--- src/rtl/vga_pkg.sv ---
// Shared 640x480@60 Hz VGA timing constants, colour type and fetch FSM
// state encoding.
package vga_pkg;

    localparam int unsigned H_TOTAL     = 800;
    localparam int unsigned H_SYNC      = 96;
    localparam int unsigned H_ACT_START = 144;
    localparam int unsigned H_ACT_END   = 783;
    localparam int unsigned V_TOTAL     = 525;
    localparam int unsigned V_SYNC      = 2;
    localparam int unsigned V_ACT_START = 35;
    localparam int unsigned V_ACT_END   = 514;

    typedef logic [11:0] color12_t;

    typedef enum logic [1:0] {
        FETCH_IDLE,
        FETCH_RUN,
        FETCH_DRAIN
    } fetchState_t;

endpackage

--- src/rtl/line_buffer_2bank.sv ---
// Two-bank scanline store: one write port, one registered read port.
// The read is unreset so the array maps onto block RAM.
module line_buffer_2bank
    import vga_pkg::*;
#(
    parameter int unsigned DEPTH = 160,
    localparam int unsigned AW   = $clog2(DEPTH)
) (
    input  logic          clk,
    input  logic          wrEn,
    input  logic          wrBank,
    input  logic [AW-1:0] wrAddr,
    input  color12_t      wrData,
    input  logic          rdBank,
    input  logic [AW-1:0] rdAddr,
    output color12_t      rdData
);

    color12_t mem [2][DEPTH];

    always_ff @(posedge clk) begin
        if (wrEn) begin
            mem[wrBank][wrAddr] <= wrData;
        end
        rdData <= mem[rdBank][rdAddr];
    end

endmodule

--- src/rtl/framebuffer_scanout.sv ---
// Prefetches framebuffer rows into a two-bank line buffer and emits
// 4x-scaled 12-bit colour with syncs delayed to match the 2-cycle pipeline.
module framebuffer_scanout
    import vga_pkg::*;
#(
    parameter int unsigned FB_W = 160,
    parameter int unsigned FB_H = 120
) (
    input  logic        clk25Mhz,
    input  logic        reset,
    input  logic [9:0]  hCount,
    input  logic [9:0]  vCount,
    input  logic        hSyncIn,
    input  logic        vSyncIn,
    output logic [14:0] fbAddr,
    output logic        fbRdEn,
    input  logic [11:0] fbData,
    output logic [3:0]  outRed,
    output logic [3:0]  outGreen,
    output logic [3:0]  outBlue,
    output logic        hSync,
    output logic        vSync
);

    localparam int unsigned XW = $clog2(FB_W);
    localparam int unsigned RW = $clog2(FB_H);
    // Last line that prefetches: first line of the second-to-last source row.
    localparam int unsigned V_LAST_TRIG = V_ACT_START + 4 * (FB_H - 2);

    logic [9:0]    hOff;
    logic [9:0]    vOff;
    logic          hActive;
    logic          vActive;
    logic [XW-1:0] px;
    logic [RW-1:0] dispRow;

    assign hOff    = hCount - 10'(H_ACT_START);
    assign vOff    = vCount - 10'(V_ACT_START);
    assign hActive = (hCount >= 10'(H_ACT_START)) && (hCount <= 10'(H_ACT_END));
    assign vActive = (vCount >= 10'(V_ACT_START)) && (vCount <= 10'(V_ACT_END));
    assign px      = XW'(hOff >> 2);
    assign dispRow = RW'(vOff >> 2);

    logic          trigRow0;
    logic          trigNext;
    logic          trigger;
    logic [RW-1:0] trigRow;

    assign trigRow0 = (hCount == '0) && (vCount == 10'(V_ACT_START - 1));
    assign trigNext = (hCount == '0) && (vCount >= 10'(V_ACT_START))
                   && (vCount <= 10'(V_LAST_TRIG)) && (vOff[1:0] == 2'b00);
    assign trigger  = trigRow0 || trigNext;
    assign trigRow  = trigRow0 ? '0 : dispRow + RW'(1);

    fetchState_t   state;
    fetchState_t   nextState;
    logic [RW-1:0] fetchRow;
    logic [RW-1:0] nextRow;
    logic [XW-1:0] fetchX;
    logic [XW-1:0] nextX;
    logic          setPrimed;

    always_ff @(posedge clk25Mhz) begin
        if (reset) begin
            state    <= FETCH_IDLE;
            fetchRow <= '0;
            fetchX   <= '0;
        end else begin
            state    <= nextState;
            fetchRow <= nextRow;
            fetchX   <= nextX;
        end
    end

    always_comb begin
        nextState = state;
        nextRow   = fetchRow;
        nextX     = fetchX;
        fbRdEn    = 1'b0;
        fbAddr    = '0;
        setPrimed = 1'b0;
        case (state)
            FETCH_IDLE: begin
                if (trigger) begin
                    nextRow   = trigRow;
                    nextX     = '0;
                    nextState = FETCH_RUN;
                end
            end
            FETCH_RUN: begin
                fbRdEn = 1'b1;
                // row*160 as shift-add keeps the address path multiplier-free
                fbAddr = 15'({fetchRow, 7'b0}) + 15'({fetchRow, 5'b0}) + 15'(fetchX);
                if (fetchX == XW'(FB_W - 1)) begin
                    nextState = FETCH_DRAIN;
                end else begin
                    nextX = fetchX + XW'(1);
                end
            end
            FETCH_DRAIN: begin
                nextState = FETCH_IDLE;
                setPrimed = (fetchRow == '0);
            end
            default: nextState = FETCH_IDLE;
        endcase
    end

    logic          wrEn;
    logic          wrBank;
    logic [XW-1:0] wrAddr;
    logic          primed;

    always_ff @(posedge clk25Mhz) begin
        if (reset) begin
            wrEn   <= 1'b0;
            wrBank <= 1'b0;
            wrAddr <= '0;
            primed <= 1'b0;
        end else begin
            wrEn   <= (state == FETCH_RUN);
            wrBank <= fetchRow[0];
            wrAddr <= fetchX;
            if (setPrimed) begin
                primed <= 1'b1;
            end
        end
    end

    color12_t rdData;

    line_buffer_2bank #(.DEPTH(FB_W)) lineBuf (
        .clk    (clk25Mhz),
        .wrEn   (wrEn),
        .wrBank (wrBank),
        .wrAddr (wrAddr),
        .wrData (fbData),
        .rdBank (dispRow[0]),
        .rdAddr (hActive ? px : '0),
        .rdData (rdData)
    );

    logic     qual1;
    logic     hSync1;
    logic     vSync1;
    color12_t pixel;

    always_ff @(posedge clk25Mhz) begin
        if (reset) begin
            qual1  <= 1'b0;
            hSync1 <= 1'b0;
            vSync1 <= 1'b0;
            pixel  <= '0;
            hSync  <= 1'b0;
            vSync  <= 1'b0;
        end else begin
            qual1  <= hActive && vActive && primed;
            hSync1 <= hSyncIn;
            vSync1 <= vSyncIn;
            pixel  <= qual1 ? rdData : '0;
            hSync  <= hSync1;
            vSync  <= vSync1;
        end
    end

    assign outRed   = pixel[11:8];
    assign outGreen = pixel[7:4];
    assign outBlue  = pixel[3:0];

endmodule

--- config.mk ---
export PLATFORM = sky130hd
export DESIGN_NAME = framebuffer_scanout
export DESIGN_NICKNAME = d
export VERILOG_FILES = /design/src/rtl/vga_pkg.sv /design/src/rtl/line_buffer_2bank.sv /design/src/rtl/framebuffer_scanout.sv
export SDC_FILE = /design/constraint.sdc
export NUM_CORES = 2
export LEC_CHECK = 0
export CORE_ASPECT_RATIO = 1.75
export CORE_MARGIN = 2
export CORE_UTILIZATION = 55
export DETAILED_ROUTE_END_ITERATION = 16
export PLACE_DENSITY_LB_ADDON = 0.12
export SYNTH_ARGS = -nofsm -noshare
export SYNTH_HDL_FRONTEND = slang
export SYNTH_SLANG_ARGS = --single-unit
--- constraint.sdc ---
create_clock -name clk25Mhz -period 10.65 [get_ports clk25Mhz]
set_input_delay 2.13 -clock clk25Mhz [delete_from_list [all_inputs] [get_ports clk25Mhz]]
set_output_delay 2.13 -clock clk25Mhz [all_outputs]
set_load 0.02 [all_outputs]
==> flow_summary_export.csv <==
group,metric,value,unit
timing,period_needed,7850,ps
synth,yosys-top-cells-area,"edfxtp_1 75%, mux4_2 8.0%, nand2_1 2.3%",
critical_path,max_stage_delay,730,ps
synth,ys_types,94,
critical_path,crit_path_frequent_cell,"o2111ai_1",
cts,post-cts-setup-buffers,0,
timing,tightestPinTransition,1650,ps
synth,netlist_area,0.153,sq mm
cts,postCtsHoldBufs,0,
synth,synthesis.instances,8751,
synth,synth-compound-area-share,6.14,%
synth,avgSynthCellArea,17.5,sq um
grt,grt_max_degree,189,
critical_path,r2r-start,"wrEn",
cts,cts_buffers,342,
worst_hold_path,hold_start,"hSync1",
placement,gp_congestion,0.969,
critical_path,crit_path_end,"lineBuf.rdData[3]",
cts,cts_tree,"done",
placement,port_buffers,65,
placement,placed_cells,12400,
critical_path,ff2ff_setup_slack,5980,ps
grt,antenna_found_initial,36,
detailed_routing,drc,0,
final_layout,area_growth,11.9,%
cts,cts_resized,0,
synth,ys.flop_type,"edfxtp_1",
critical_path,worst-setup-path-type,"in -> reg",
detailed_routing,avgRoutedWirePerCell,40.0,um
synth,ys_warn_count,0,
pwr,cellLeakagePower,0.0542,uW
critical_path,cp-start-kind,"input port",
synth,yosys.area_share.simple,5.56,%
cts,insertion_delay,940,ps
critical_path,crit_chain,"clkdlybuf4s50_1 -> inv_1 -> ha_1 -> nor3b_1 -> a211o_1 -> o211ai_1 -> buf_12 -> nor2_4 -> buf_4 -> nor2_1 -> o21bai_1 -> o2111ai_1 -> o2111ai_1 -> a31o_2 -> o311ai_1",
synth,synth_top_family_by_area,"multiplexers",
synth,synth-edff-count,3840,
critical_path,arrival,8640,ps
synth,synth.area.mux_share,9.92,%
grt,grt.total_usage,36.9,%
floorplanning,die_area,0.283,sq mm
final_layout,nNetsFinal,9166,
final_layout,final_util,61.8,%
grt,grt_pass1_vias,87700,
pwr,ir_worst_vdd,0.000198,V
final_layout,finalNonFillerCells,13000,
detailed_routing,viasPerCell,6.94,
floorplanning,die_x,403,um
critical_path,crit_path_start,"hCount[5]",
critical_path,cp_max_fo,84,
synth,synth_nets,8807,
synth,synth.largest_area_cell,"edfxtp_1",
synth,yosysMostFrequentCell,"edfxtp_1",
critical_path,worstPathRequired,11440,ps
critical_path,r2r_end,"lineBuf.mem[1][1214]",
synth,synthAdderAreaFrac,0.173,%
timing,fin_crit_sh,73.7,%
critical_path,end_kind,"flip-flop",
critical_path,rr_worst_depth,4,
timing,worst_clock_skew,73.4,ps
grt,grt_pass1_wl,712000,um
grt,grt_remaining_overflow,0,
synth,synth.top_cell.area_share,75.4,%
cts,clock-sinks,3897,
detailed_routing,drt_wl_total,521000,um
detailed_routing,firstDrtPassIters,8,
synth,ys_ff_latch,3897,
floorplanning,initial_core_util,55.2,%
timing,slew_headroom,-11.0,%
floorplanning,core_area,0.277,sq mm
pwr,pwr_density_cell,188,mW/mm^2
cts,cts_root_buffer,"clkbuf_16",
synth,synth_common_cells,"3840 x edfxtp_1, 932 x nand2_1, 540 x mux4_2",
timing,hold_violations,0,
cts,cts.clk_slew.worst_paths,70,ps
timing,setup_tns,0,ps
synth,yosysSeqAreaShare,76.1,%
floorplanning,rows,256,
detailed_routing,drtAntennaViolNets,0,
critical_path,crit_slowest_cell,"o2111ai_1",
detailed_routing,drt-initial-drc-count,12800,
timing,slew_violations,2,
floorplanning,die_y,702,um
cts,cts_buffer_depth,4,
outcome,outcome,"finished, violations left",
synth,async_flop_share,0,%
critical_path,path_buf_inv,4,
detailed_routing,vias,90300,
cts,htreeDepth,5,
final_layout,drive_above_1_share,18.3,%
floorplanning,ios,66,
timing,timing.fmax,127,MHz
critical_path,worstSetupPathDepth,15,
worst_hold_path,hold_class,"reg -> reg",
timing,setup_viol,0,
job,drv_cap,1,
synth,synthXorXnorAreaFrac,0.132,%
placement,dp_hpwl,326000,um
outcome,violations,"max-capacitance violations, max-slew violations",
timing,grt_setup_unrepaired,"false",
critical_path,cp_top_family,"compound AO/OA/AOI/OAI gates",
worst register-to-register path: stages (launching register included):
cell     delay, ps
dfxtp_1        340
nand2_1        220
nor3_2        1050
nand3_1       1190
nor2_1        1490
area by class of cell:
| class | count | area [sq um] |
|---|---|---|
| Inverter | 15 | 63.8 |
| Antenna cell | 23 | 57.6 |
| Fill cell | 19700 | 106000 |
| Timing Repair Buffer | 581 | 5040 |
| Tap cell | 3612 | 4520 |
| Clock buffer | 442 | 9330 |
| Sequential cell | 3897 | 116000 |
| Multi-Input combinational cell | 4273 | 34100 |
| Clock inverter | 175 | 1650 |
per-layer routing:
layer  routed length, um  vias up  part of all wire [%]  GRT usage (%)
met5                  95        -                 0.018              0
met4               53200       12                    10           29.7
met3               53600     1602                    10           7.67
met2              247000     6184                    47           58.9
met1              166000    46800                    32           43.5
li1                    -    35800                     -              -
layout by cell type (no fill, tap or decap), types with 23 or more instances in the layout:
master	instances
a2111oi_0	26
a211o_1	24
a211oi_1	78
a21oi_1	355
a221oi_1	60
a22oi_1	55
a31oi_1	127
and2_1	23
buf_12	34
buf_4	477
bufinv_16	29
clkbuf_1	76
clkbuf_16	356
clkdlybuf4s50_1	50
clkinv_1	64
clkinv_2	54
dfxtp_1	57
diode_2	23
edfxtp_1	3840
mux2_2	35
mux2i_1	261
mux4_2	540
nand2_1	924
nand3_1	242
nand4_1	43
nor2_1	450
nor2_2	49
nor2b_1	51
nor3_1	92
o211ai_1	73
o21ai_0	193
o221ai_1	45
o22ai_1	130
state kept, by name, summed over array words and instances, names as in the netlist:
name            flops
fetchRow            7
fetchX              8
hSync               1
hSync1              1
lineBuf.mem      3840
lineBuf.rdData     12
pixel              12
primed              1
qual1               1
state               2
vSync               1
vSync1              1
wrAddr              8
wrBank              1
wrEn                1
logic make-up after synthesis:
kind of cell               Yosys count
AOI/OAI and AO/OA                 1407
xor gates and xnor gates            23
adders and majority gates           20
buffers and inverters              581
DFF                               3897
muxes                              837
and+or+nand+nor                   1986
stage by stage:
stage               hold WS (ps)  total power, uW  area, sq um  setup slack, ps
floorplan                    406            18400       153000             4870
global placement             424            19800       160000             1640
detailed placement           428            19800       160000             2190
CTS                          443            32100       171000             3180
global route                 461            32700       171000             2830
finish                       440            32100       171000             2800
power breakdown:
| group | leakage [uW] | switching [uW] | internal [uW] |
|---|---|---|---|
| Combinational | 0.0139 | 2010 | 726 |
| Clock | 0.00535 | 5610 | 6910 |
| Sequential | 0.0350 | 27.7 | 16800 |
| Total | 0.0542 | 7650 | 24500 |
worst min path at each step:
stage | to | slack, ps | cells after the start
final | hSync | 440 | 1
after global routing | vSync | 460 | 1
after CTS | hSync | 440 | 1
after detailed placement | hSync | 430 | 1
after global placement | vSync | 420 | 1
after floorplan | pixel[0] | 410 | 1
(Power assumes the default switching activity.)
